[config.mk]
export PLATFORM = sky130hd
export DESIGN_NAME = reg_dump_flat
export DESIGN_NICKNAME = d
export VERILOG_FILES = /design/src/rtl/reg_dump_pkg.sv /design/src/rtl/reg_dump_if.sv /design/src/rtl/reg_dump.sv /design/src/flat_wrapper.sv
export SDC_FILE = /design/constraint.sdc
export NUM_CORES = 1
export LEC_CHECK = 0
export ABC_CLOCK_PERIOD_IN_PS = 1560
export BUFFER_PORTS_ARGS = -buffer_cell sky130_fd_sc_hd__clkbuf_2
export CAP_MARGIN = 20
export CORE_AREA = 2 2 61 63
export DETAILED_ROUTE_END_ITERATION = 10
export DIE_AREA = 0 0 63 65
export HOLD_SLACK_MARGIN = 0.06
export PLACE_DENSITY = 0.67
export SETUP_SLACK_MARGIN = 0.15
export SLEW_MARGIN = 15
export SYNTH_ARGS = -nofsm -noshare
export SYNTH_HDL_FRONTEND = slang
export SYNTH_SLANG_ARGS = --single-unit
[constraint.sdc]
create_clock -name clk -period 1.56 [get_ports clk]
set_input_delay 0.156 -clock clk [delete_from_list [all_inputs] [get_ports clk]]
set_output_delay 0.156 -clock clk [all_outputs]
set_load 0.1 [all_outputs]
[src/rtl/reg_dump_pkg.sv]
// Shared definitions for the register-dump engine: FSM state encoding and
// the default register-file address width.
package reg_dump_pkg;

    // Default address pointer width; the register file holds 2**pw entries.
    localparam int PW_DEFAULT = 4;

    // Dump sequencer states.
    typedef enum logic [1:0] {
        IDLE = 2'd0,
        READ = 2'd1,
        SEND = 2'd2,
        FIN  = 2'd3
    } state_e;

endpackage

[src/rtl/reg_dump_if.sv]
// Signal bundle between the dump engine and its environment: command inputs,
// the register-file read port, the output stream and the status flags.
// The master side is the dump engine; the slave side is the integrator
// (command source, register file and stream consumer).
interface reg_dump_if #(
    parameter int pw = reg_dump_pkg::PW_DEFAULT
);
    // Command
    logic          start;
    logic [pw-1:0] base;
    logic [pw:0]   len;

    // Register-file read port (combinational read)
    logic [pw:0]   rd_addr;
    logic [7:0]    rd_data;

    // Output stream
    logic [7:0]    dout;
    logic [pw-1:0] dout_idx;
    logic          dout_valid;
    logic          dout_ready;
    logic          dout_last;

    // Status
    logic          busy;
    logic          done;

    modport master (
        input  start, base, len, rd_data, dout_ready,
        output rd_addr, dout, dout_idx, dout_valid, dout_last, busy, done
    );

    modport slave (
        output start, base, len, rd_data, dout_ready,
        input  rd_addr, dout, dout_idx, dout_valid, dout_last, busy, done
    );

endinterface

[src/rtl/reg_dump.sv]
// Register-dump engine: on start, walks len consecutive register-file entries
// from base (wrapping modulo 2**pw), reads each through the combinational
// read port and presents it on a valid/ready stream, one element per
// READ/SEND pair. A one-cycle done pulse marks the end of every dump,
// including an empty one.
module reg_dump
    import reg_dump_pkg::*;
#(
    parameter int pw = PW_DEFAULT
) (
    input  logic       clk,
    input  logic       reset,
    reg_dump_if.master bus
);

    localparam logic [pw:0]   REM_ONE = (pw+1)'(1);
    localparam logic [pw-1:0] IDX_ONE = pw'(1);

    // FSM state
    state_e        state_q, state_d;

    // Walk state: next register to read and elements still to send
    logic [pw-1:0] idx_q, idx_d;
    logic [pw:0]   rem_q, rem_d;

    // Registered outputs
    logic [pw:0]   rd_addr_q, rd_addr_d;
    logic [7:0]    dout_q, dout_d;
    logic [pw-1:0] dout_idx_q, dout_idx_d;
    logic          dout_valid_q, dout_valid_d;
    logic          dout_last_q, dout_last_d;

    // Handshake helpers
    logic          xfer;
    logic          final_elem;

    // An element leaves on an edge where SEND is presenting it and the
    // consumer accepts it.
    assign xfer       = (state_q == SEND) && dout_valid_q && bus.dout_ready;
    assign final_elem = (rem_q == REM_ONE);

    // State register.
    // NOTE: sequential state is written only with non-blocking assignments so
    // every flop samples the pre-edge value of every other flop.
    always_ff @(posedge clk or posedge reset) begin
        if (reset) begin
            state_q <= IDLE;
        end else begin
            state_q <= state_d;
        end
    end

    // Next-state logic: empty dumps go straight to FIN; otherwise alternate
    // READ/SEND until the final element is accepted.
    always_comb begin
        // NOTE: every combinational output gets a default first, so no path
        // leaves a signal unassigned and no latch is inferred.
        state_d = state_q;
        case (state_q)
            IDLE: begin
                if (bus.start) begin
                    state_d = (bus.len == '0) ? FIN : READ;
                end
            end
            READ: begin
                state_d = SEND;
            end
            SEND: begin
                if (xfer) begin
                    state_d = final_elem ? FIN : READ;
                end
            end
            FIN: begin
                state_d = IDLE;
            end
            default: begin
                state_d = IDLE;
            end
        endcase
    end

    // Datapath next values: capture the command in IDLE, register the read
    // data in READ, and advance the walk on each accepted element.
    always_comb begin
        idx_d        = idx_q;
        rem_d        = rem_q;
        rd_addr_d    = rd_addr_q;
        dout_d       = dout_q;
        dout_idx_d   = dout_idx_q;
        dout_valid_d = dout_valid_q;
        dout_last_d  = dout_last_q;
        case (state_q)
            IDLE: begin
                // start is ignored outside IDLE, so the captured command
                // cannot be disturbed by a request issued mid-dump.
                if (bus.start && (bus.len != '0)) begin
                    idx_d = bus.base;
                    rem_d = bus.len;
                end
            end
            READ: begin
                rd_addr_d    = {1'b0, idx_q};
                dout_d       = bus.rd_data;
                dout_idx_d   = idx_q;
                dout_valid_d = 1'b1;
                dout_last_d  = final_elem;
            end
            SEND: begin
                if (xfer) begin
                    rem_d        = rem_q - REM_ONE;
                    dout_valid_d = 1'b0;
                    dout_last_d  = 1'b0;
                    if (!final_elem) begin
                        // Natural pw-bit overflow gives the modulo-2**pw wrap.
                        idx_d = idx_q + IDX_ONE;
                    end
                end
            end
            default: begin
            end
        endcase
    end

    // Datapath registers; all clear asynchronously so an aborted dump leaves
    // nothing visible on the outputs.
    always_ff @(posedge clk or posedge reset) begin
        if (reset) begin
            idx_q        <= '0;
            rem_q        <= '0;
            rd_addr_q    <= '0;
            dout_q       <= '0;
            dout_idx_q   <= '0;
            dout_valid_q <= 1'b0;
            dout_last_q  <= 1'b0;
        end else begin
            idx_q        <= idx_d;
            rem_q        <= rem_d;
            rd_addr_q    <= rd_addr_d;
            dout_q       <= dout_d;
            dout_idx_q   <= dout_idx_d;
            dout_valid_q <= dout_valid_d;
            dout_last_q  <= dout_last_d;
        end
    end

    // State-decoded outputs: status flags, and the read address, which shows
    // the current index during READ and otherwise holds its last value.
    always_comb begin
        bus.busy    = (state_q != IDLE);
        bus.done    = (state_q == FIN);
        bus.rd_addr = (state_q == READ) ? {1'b0, idx_q} : rd_addr_q;
    end

    assign bus.dout       = dout_q;
    assign bus.dout_idx   = dout_idx_q;
    assign bus.dout_valid = dout_valid_q;
    assign bus.dout_last  = dout_last_q;

endmodule

[src/flat_wrapper.sv]
// flat-port wrapper written by rule: the top's interface ports become plain ports
module reg_dump_flat import reg_dump_pkg::*;
#(
    parameter int pw = PW_DEFAULT
)
  (clk, reset, bus_start, bus_base, bus_len, bus_rd_data, bus_dout_ready, bus_rd_addr, bus_dout, bus_dout_idx, bus_dout_valid, bus_dout_last, bus_busy, bus_done);
  reg_dump_if #(.pw(pw)) bus_i ();
  input  logic clk;
  input  logic reset;
  input wire logic [$bits(bus_i.start)-1:0] bus_start;
  input wire logic [$bits(bus_i.base)-1:0] bus_base;
  input wire logic [$bits(bus_i.len)-1:0] bus_len;
  input wire logic [$bits(bus_i.rd_data)-1:0] bus_rd_data;
  input wire logic [$bits(bus_i.dout_ready)-1:0] bus_dout_ready;
  output wire logic [$bits(bus_i.rd_addr)-1:0] bus_rd_addr;
  output wire logic [$bits(bus_i.dout)-1:0] bus_dout;
  output wire logic [$bits(bus_i.dout_idx)-1:0] bus_dout_idx;
  output wire logic [$bits(bus_i.dout_valid)-1:0] bus_dout_valid;
  output wire logic [$bits(bus_i.dout_last)-1:0] bus_dout_last;
  output wire logic [$bits(bus_i.busy)-1:0] bus_busy;
  output wire logic [$bits(bus_i.done)-1:0] bus_done;
  assign bus_i.start = bus_start;
  assign bus_i.base = bus_base;
  assign bus_i.len = bus_len;
  assign bus_i.rd_data = bus_rd_data;
  assign bus_i.dout_ready = bus_dout_ready;
  assign bus_rd_addr = bus_i.rd_addr;
  assign bus_dout = bus_i.dout;
  assign bus_dout_idx = bus_i.dout_idx;
  assign bus_dout_valid = bus_i.dout_valid;
  assign bus_dout_last = bus_i.dout_last;
  assign bus_busy = bus_i.busy;
  assign bus_done = bus_i.done;
  reg_dump #(.pw(pw)) u_core (.clk(clk), .reset(reset), .bus(bus_i));
endmodule
==> After elaboration in Yosys (flattened, before gate mapping) <==
Index checks and enable logic that the tools add are counted.
{ "totals": {"regBits": 30, "latchBits": 0, "ramBits": 0, "romBits": 0, "input_bits": 21, "memories": 0} }
{ "classes": {"n_addsub": 2, "multipliers": 0, "div_mod_pow": 0, "magnitude_cmp": 0, "n_eq_ne": 8, "n_shift": 0, "muxes": 16, "bitwise": 0, "reduce_logical": 13} }
{ "op_table": {"columns": ["operator", "n"], "rows": [
  ["$mux W5", 3],
  ["$mux W4", 3],
  ["$pmux W5 S2", 1],
  ["$mux W2", 4],
  ["$pmux W2 S4", 1],
  ["$pmux W4 S2", 1],
  ["$reduce_bool A2 Y1", 3],
  ["$eq A5 B1 Y1 const B", 1],
  ["$logic_not A5 Y1", 1],
  ["$reduce_bool A5 Y1", 1],
  ["$sub A5 B1 Y5 const B", 1],
  ["$add A4 B1 Y4 const B", 1],
  ["$eq A2 B2 Y1 const B", 2],
  ["$ne A2 B1 Y1 const B", 2],
  ["$ne A2 B2 Y1 const B", 2],
  ["$pmux W1 S2", 2],
  ["$reduce_and A2 Y1", 2],
  ["$reduce_and A4 Y1", 1],
  ["$logic_and A1 B1 Y1", 3],
  ["$reduce_and A3 Y1", 1],
  ["$eq A2 B1 Y1 const B", 1],
  ["$logic_not A2 Y1", 1],
  ["$mux W1", 1]
]} }

==> Depth between registers and ports, before layout <==
Gate-level depths: netlist of run 1.
{ "depth": {"depth_word": 5, "ltp_mapped": 7, "mapped_depth_nobuf": 6} }

==> Least setup slack after synthesis of run 1 <==
No wires, ideal clock.
{ "synth_path": {"path_kind": "flip-flop to flip-flop", "start": "reg u_core.state_q[0]", "end": "reg, netlist name u_core.rd_addr_q[4]", "setup_time_ns": 0.273, "arrival_time_ns": 2.044, "path_slack_ns": -0.757, "path_stages_with_launch": 4, "n_path_buf": 1, "cell_sequence": "dfrtp_1 > buf_4 > nor2b_1 > nor2b_1"} }
{ "synth_rtl": {"columns": ["item", "line_no", "text"], "rows": [
  ["start: declaration", "reg_dump.sv:20", "state_e state_q, state_d;"],
  ["start signal: assignment", "reg_dump.sv:49", "state_q <= state_d;"]
]} }

==> Worst setup path after layout of run 1 <==
{ "layout_path": {"start": "reg u_core.rem_q[1]", "end": "reg u_core.idx_q[0]"} }
{ "layout_between": {"elab_chain_cells": 3} }
{ "layout_lines": {"columns": ["item", "line_no", "text"], "rows": [
  ["start: declaration", "reg_dump.sv:24", "logic [pw:0] rem_q, rem_d;"],
  ["start signal: assignment", "reg_dump.sv:137", "rem_q <= rem_d;"],
  ["$eq A5 B1 Y1", "reg_dump.sv:40", "assign final_elem = (rem_q == REM_ONE);"],
  ["$ne A2 B2 Y1 (no line)", null, null],
  ["$reduce_and A4 Y1 (no line)", null, null],
  ["end signal: assignment", "reg_dump.sv:136", "idx_q <= idx_d;"],
  ["end: declaration", "reg_dump.sv:23", "logic [pw-1:0] idx_q, idx_d;"]
]} }
Every way passes these cells.
A chain may end at the register's enable or synchronous reset.

==> reports/results.ini, run 1 <==
[clocking]
cts_sinks = 30
clockRootBuffer = sky130_fd_sc_hd__clkbuf_4
tritoncts.num_buffers = 5
cts_max_level = 2
clk_pin_slew_worst_paths_ns = 0.10
worstSkewPairLatency_ns = 0.33
cts_tree = done
clockBufferDepth = 2

[finish]
multiInputGateArea_um2 = 860
ff_latch_area_um2 = 757
num-nets-final = 268
area_growth_syn_to_layout_pct = 68.9
design_area_um2 = 2500
layout-drive-gt1-share = 0.514
num_antenna_cells = 0
count_of_filler_cells_inserted_in_the_layout = 248

[logic_synthesis]
postSynthNetCount = 182
post_synth_inst_count = 158
synth_seq_area_share = 0.506
yosys_warnings = 0
number_of_library_cell_types_mapped_by_synthesis = 33
synthDominantAreaCellType = sky130_fd_sc_hd__dfrtp_1
synthesis.area_um2 = 1480
avg_cell_area_syn_um2 = 9.38
post-synth-top-area-fraction = 0.506
synth_seq_cells = 30
synthTopCellsByArea = sky130_fd_sc_hd__dfrtp_1, sky130_fd_sc_hd__nand2_1, sky130_fd_sc_hd__ha_1

[status]
violations_in_the_final_reports = setup timing
status = finished with violations

[sta]
setup_viol = 13
slew_headroom = 0.594
hold-worst-slack_ns = 0.0925
final.setup_skew_ns = 0.00804
final_min_period_over_clock_period = 1.10
grt_setup_unrepaired = true
fmax_mhz = 582
report.final.hold_viol_count = 0
report.final.slew_viol_count = 0
post-route-min-period_ns = 1.72
final.setup.worst_slack_ns = -0.157
max_slew.worst_pin.slew_ns = 0.608

[routing]
vias = 1468
drc_errors = 0
wl_per_cell_um = 14.4
detail_route.iter0.violations = 53
drtAntennaViolNets = 0
route.final.wire_length_um = 4210
drt-pass1-iter-count = 4
via_per_inst = 5.01

[worst_setup_path]
critPathCaptureType = flop
worst-path-buf-inv = 1
cp.arrival_ns = 1.93
worstSetupStartpointType = flop
timing.critical_path.required_ns = 1.77
cp_cell_sequence = inv_2, ha_4, or4b_4, o2bb2ai_4, nor3_2, a211o_1
r2r-end = u_core.idx_q[0]
ff2ff_path_depth = 6
crit_path_max_incr_delay_ns = 0.47
crit_fanout = 6
criticalPathCategory = reg2reg
crit_end = u_core.idx_q[0]
reg2reg_from = u_core.rem_q[1]
crit_family = simple AND/OR/NAND/NOR gates
reg2reg_slack_ns = -0.16
startpoint = u_core.rem_q[1]
cpMaxStageDelayCell = sky130_fd_sc_hd__or4b_4
critical_path_depth = 6

[placed_design]
place_congestion = 0.741
io_buffer_count = 41
detailed_place.area_um2 = 2050
hpwl_um = 2860

[global_routing]
number_of_global_route_vias_before_repair = 1506
grt_pass1_wl_um = 6800
grt_max_degree = 18
grt_antenna_before_repair = 0
grt.total_usage = 0.221
overflow = 0

[floorplanning]
chipWidth_um = 63
dieHeight_um = 65
design.core.area_um2 = 3500
floorplan.die_area_um2 = 4100
floorplan.initialDensity = 0.424
top_level_ports = 42
placement_rows = 22

[job]
maxcap_violations = 0

[worst_hold_path]
hp-class = in2reg

Yosys cell counts:
library cell / instances
sky130_fd_sc_hd__buf_4: 2
sky130_fd_sc_hd__o31ai_1: 3
sky130_fd_sc_hd__or2_4: 1
sky130_fd_sc_hd__a32oi_4: 1
sky130_fd_sc_hd__o21ai_0: 5
sky130_fd_sc_hd__a22oi_1: 1
sky130_fd_sc_hd__o22a_1: 2
sky130_fd_sc_hd__a32oi_1: 1
sky130_fd_sc_hd__o2bb2ai_4: 1
sky130_fd_sc_hd__buf_6: 2
sky130_fd_sc_hd__nand3_1: 3
sky130_fd_sc_hd__buf_1: 1
sky130_fd_sc_hd__and2_1: 3
sky130_fd_sc_hd__nor2b_4: 1
sky130_fd_sc_hd__nor3b_1: 1
sky130_fd_sc_hd__or4b_4: 1
sky130_fd_sc_hd__nor4_1: 2
sky130_fd_sc_hd__or2_1: 1
sky130_fd_sc_hd__a21oi_1: 6
sky130_fd_sc_hd__mux2i_1: 1
sky130_fd_sc_hd__a211o_1: 2
sky130_fd_sc_hd__nor2_1: 10
sky130_fd_sc_hd__ha_1: 3
sky130_fd_sc_hd__nand2_1: 47
sky130_fd_sc_hd__o21ai_1: 5
sky130_fd_sc_hd__clkbuf_1: 2
sky130_fd_sc_hd__nor4_4: 1
sky130_fd_sc_hd__nor2b_1: 2
sky130_fd_sc_hd__dfrtp_1: 30
sky130_fd_sc_hd__nor3_1: 7
sky130_fd_sc_hd__nand2b_2: 1
sky130_fd_sc_hd__a31oi_1: 2
sky130_fd_sc_hd__inv_1: 7
layout make-up:
class / instances / share of cell area
Clock buffer: 7 / 0.0220
Multi-Input combinational cell: 114 / 0.343
Clock inverter: 1 / 0.00200
Tap cell: 48 / 0.0240
Sequential cell: 30 / 0.302
Timing Repair Buffer: 86 / 0.296
Inverter: 7 / 0.0105
cells by family (layout without fill, tap and decap cells):
logic type               after synthesis  in the layout  synth area share
buffers and inverters                 14            101            0.0506
AO/OA/AOI/OAI                         29             29             0.149
adder cells (fa/ha/maj)                3              3            0.0253
AND/OR/NAND/NOR                       81             81             0.262
multiplexers                           1              1           0.00675
flip-flops                            30             30             0.506
registers in the layout (all words and copies together), names as in the netlist:
name,count
u_core.state_q,2
u_core.bus.dout_idx,4
u_core.rem_q,5
u_core.idx_q,4
u_core.bus.dout,8
u_core.bus.dout_last,1
u_core.bus.dout_valid,1
u_core.rd_addr_q,5
worst min path at each step:
stage | startpoint | to | slack, ns | depth (start not counted)
after detailed placement | reset | u_core.bus.dout_valid | 0.23 | 2
after floorplan | reset | u_core.bus.dout[0] | 0.25 | 1
after global routing | bus_start | u_core.state_q[1] | 0.09 | 3
after CTS | bus_start | u_core.state_q[1] | 0.11 | 3
after global placement | reset | u_core.bus.dout_valid | 0.22 | 2
final | bus_start | u_core.state_q[1] | 0.09 | 3
stage by stage:
step                std cells  setup TNS (ns)  setup slack [ns]   util
detailed placement        259          -0.502            -0.180  0.585
CTS                       288           -1.09            -0.169  0.692
global placement          259          -0.166            -0.107  0.585
finish                    293           -1.24            -0.157  0.717
floorplan                 158         -0.0910           -0.0874      -
global route              293           -2.17            -0.215  0.717
layout by cell type, fill, tap and decap left out, types with 3 or more instances in the layout:
cell type	n
sky130_fd_sc_hd__nand3_1	3
sky130_fd_sc_hd__clkbuf_4	6
sky130_fd_sc_hd__nand2_1	30
sky130_fd_sc_hd__nor2b_4	3
sky130_fd_sc_hd__a21oi_1	6
sky130_fd_sc_hd__o21ai_0	4
sky130_fd_sc_hd__dlygate4sd3_1	9
sky130_fd_sc_hd__dfrtp_1	27
sky130_fd_sc_hd__buf_6	13
sky130_fd_sc_hd__o21ai_2	3
sky130_fd_sc_hd__buf_12	8
sky130_fd_sc_hd__nor3_1	6
sky130_fd_sc_hd__clkbuf_2	33
sky130_fd_sc_hd__buf_4	21
sky130_fd_sc_hd__nor2_1	9
sky130_fd_sc_hd__nand2_2	9
sky130_fd_sc_hd__o21ai_1	3
sky130_fd_sc_hd__nand2_4	4
sky130_fd_sc_hd__inv_1	6
sky130_fd_sc_hd__nand2_8	4
routing by layer:
layer / vias to the layer above / routed length [um] / track usage / part of all wire
met3: 7 / 172 / 0.0417 / 0.041
met5: - / 0 / 0 / 0
met4: 0 / 67 / 0.0917 / 0.016
met1: 712 / 1630 / 0.250 / 0.39
li1: 704 / - / - / -
met2: 45 / 2340 / 0.408 / 0.56
repair_timing:
action / 4_1_cts / 5_1_grt
buffers inserted: 12 / 5
pin swaps: 16 / 8
hold buffers: 9 / 0
setup endpoints to repair: 18 / 18
resized for setup: 35 / 16
endpoints found under the hold margin: 21 / 0
worst reg2reg max path: stages, from the launching register on:
cell and delay [ns]:
sky130_fd_sc_hd__dfrtp_1 0.41, sky130_fd_sc_hd__inv_2 0.09, sky130_fd_sc_hd__ha_4 0.11, sky130_fd_sc_hd__or4b_4 0.47, sky130_fd_sc_hd__o2bb2ai_4 0.20, sky130_fd_sc_hd__nor3_2 0.06, sky130_fd_sc_hd__a211o_1 0.27
Power of run 1 is left out: the tool's default activity adds up to more than one toggle a clock period on the data nets, which glitch-free logic cannot reach.
==> run 2, diff against run 1 <==
ABC_AREA = 1   (was unset)
CORE_AREA = 2 2 60 62   (was 2 2 61 63)
DIE_AREA = 0 0 62 64   (was 0 0 63 65)
PLACE_DENSITY = 0.68   (was 0.67)
SETUP_SLACK_MARGIN = unset   (was 0.15)
==> reports/results.ini, run 2 <==
[global_routing]
grt.total_usage = 0.186
grt.busiest_layer = met2
grt_pass1_wl_um = 5490
overflow = 0
grt_max_degree = 31
grtUsageMet2 = 0.297
grt_antenna_before_repair = 0
number_of_global_route_vias_before_repair = 1297
grt_use_met3 = 0.0486
met1_usage = 0.230

[floorplanning]
floorplan.die_area_um2 = 3970
floorplan.initialDensity = 0.438
dieHeight_um = 64
chipWidth_um = 62
placement_rows = 21
top_level_ports = 42
design.core.area_um2 = 3280

[worst_hold_path]
hold-path-cell-count = 5
hp-class = in2reg

[logic_synthesis]
avg_cell_area_syn_um2 = 7.65
synth_compound_gate_area_share = 0.0348
synth-edff-count = 0
synthTopCellsByArea = sky130_fd_sc_hd__dfrtp_1, sky130_fd_sc_hd__nand2_1, sky130_fd_sc_hd__nand3_1
yosys.area_share.adder = 0.0261
synthesis.area_um2 = 1440
synth_seq_cells = 30
yosys.area_share.xor_xnor = 0
yosys_warnings = 0
asr_flop_ratio_synth = 1.00
ys.flop_type = sky130_fd_sc_hd__dfrtp_1
synth_seq_area_share = 0.522
synthMostInstantiatedCell = sky130_fd_sc_hd__nand2_1
basic_gate_share_of_the_synthesized_area_counting_and_or_nand_and_nor_cells = 0.349
post_synth_inst_count = 188
postSynthNetCount = 212
dominant_combinational_cell_family_by_area_after_synthesis = simple AND/OR/NAND/NOR gates
number_of_library_cell_types_mapped_by_synthesis = 16
post-synth-top-area-fraction = 0.522
netlist_top_cells_count = sky130_fd_sc_hd__nand2_1, sky130_fd_sc_hd__dfrtp_1, sky130_fd_sc_hd__inv_1
muxShareOfSynthArea = 0
synthDominantAreaCellType = sky130_fd_sc_hd__dfrtp_1

[finish]
ff_latch_area_um2 = 752
num-nets-final = 280
final_common_cell = sky130_fd_sc_hd__nand2_1
count_of_filler_cells_inserted_in_the_layout = 284
area_growth_syn_to_layout_pct = 48.5
multiInputGateArea_um2 = 627
largest_register_ff_count = 8
layout-drive-gt1-share = 0.315
num_antenna_cells = 0
layout_common_cells = sky130_fd_sc_hd__nand2_1, sky130_fd_sc_hd__clkbuf_2, sky130_fd_sc_hd__dfrtp_1

[job]
maxcap_violations = 0

[placed_design]
detailedPlace.worstSlack_ns = 0.104
hpwl_um = 2190
io_buffer_count = 41
place_congestion = 0.823

[status]
violations_in_the_final_reports = setup timing
status = finished with violations

[sta]
slew_headroom = 0.633
grt_setup_unrepaired = true
max_slew.worst_pin.slew_ns = 0.552
report.final.hold_viol_count = 0
fmax_mhz = 630
final.setup.worst_slack_ns = -0.0265
report.final.slew_viol_count = 0
final.setup_skew_ns = 0.0121
setup_viol = 4
final_min_period_over_clock_period = 1.02
post-route-min-period_ns = 1.59

[worst_setup_path]
criticalPathCategory = reg2out
cpMaxStageDelayCell = sky130_fd_sc_hd__dfrtp_1
timing.critical_path.required_ns = 1.40
ff2ff_path_depth = 8
cp.arrival_ns = 1.43
crit_path_max_incr_delay_ns = 0.42
cp_cell_sequence = nor2_4, buf_6, nand2_1, nand2_2, buf_12
crit_fanout = 6
critPathCaptureType = output pin
worstSetupStartpointType = flop

[clocking]
cts_max_level = 2
clockRootBuffer = sky130_fd_sc_hd__clkbuf_4
cts_tree = done
clk_pin_slew_worst_paths_ns = 0.10
cts_sinks = 30
worstSkewPairLatency_ns = 0.34
clockBufferDepth = 2
tritoncts.num_buffers = 5

[routing]
via_per_inst = 4.59
wl_per_cell_um = 10.9
drtAntennaViolNets = 0
drc_errors = 0
detail_route.iter0.violations = 62
vias = 1392
route.final.wire_length_um = 3320
drt-pass1-iter-count = 4

## run 2: critical path, delay by kind of cell, from the launching register on
family / cells / cell delay (ns)
simple gates: 3 / 0.36
flops: 1 / 0.42
buf+inv: 2 / 0.33
## run 2: per-stage QoR
| stage | cell area (um2) | TNS (ns) | utilization | hold WS (ns) | std cells |
|---|---|---|---|---|---|
| final | 2140 | -0.0651 | 0.651 | 0.115 | 303 |
| after CTS | 2080 | -0.0341 | 0.632 | 0.115 | 297 |
| after floorplan | 1460 | 0 | - | 0.247 | 188 |
| after global routing | 2140 | -0.564 | 0.651 | 0.146 | 303 |
| after detailed placement | 1810 | 0 | 0.552 | 0.240 | 275 |
| after global placement | 1810 | 0 | 0.552 | 0.232 | 275 |
## run 2: layout make-up
type / count / share of cell area
Clock buffer: 6 / 0.0240
Clock inverter: 2 / 0.0281
Inverter: 19 / 0.0345
Multi-Input combinational cell: 134 / 0.293
Sequential cell: 30 / 0.352
Tap cell: 46 / 0.0269
Timing Repair Buffer: 66 / 0.241
## run 2: timing repair
| action | in CTS | in global routing |
|---|---|---|
| hold buffers | 9 | 0 |
| endpoints found under the setup margin | 6 | 11 |
| gates resized for setup | 5 | 6 |
| cloned | 0 | 0 |
| endpoints found under the hold margin | 38 | 0 |
| pin swaps | 3 | 6 |
| buffers inserted | 5 | 6 |
## run 2: final timing paths
check	slack, ns	end	from
max in group asynchronous	0.83	u_core.bus.dout_valid	reset
min in group asynchronous	0.41	u_core.bus.dout[1]	reset
min reg2reg	0.48	u_core.bus.dout_idx[0]	u_core.bus.dout_idx[0]
min	0.12	u_core.rem_q[3]	bus_len[3]
max reg2reg	0.08	u_core.rem_q[0]	u_core.state_q[1]
max	-0.03	bus_rd_addr[2]	u_core.state_q[1]
## run 2: per-layer routing
layer  routed length (um)  up-vias
li1                     -      719
met1                 1500      640
met2                 1620       27
met3                  136        6
met4                   63        0
met5                    0        -
## run 2: cell families after synthesis
kind of cell,after synthesis
AOI/OAI and AO/OA,10
adders and majority gates,3
buffers and inverters,24
DFF,30
and+or+nand+nor,121
Power of run 2 is left out for the same reason.
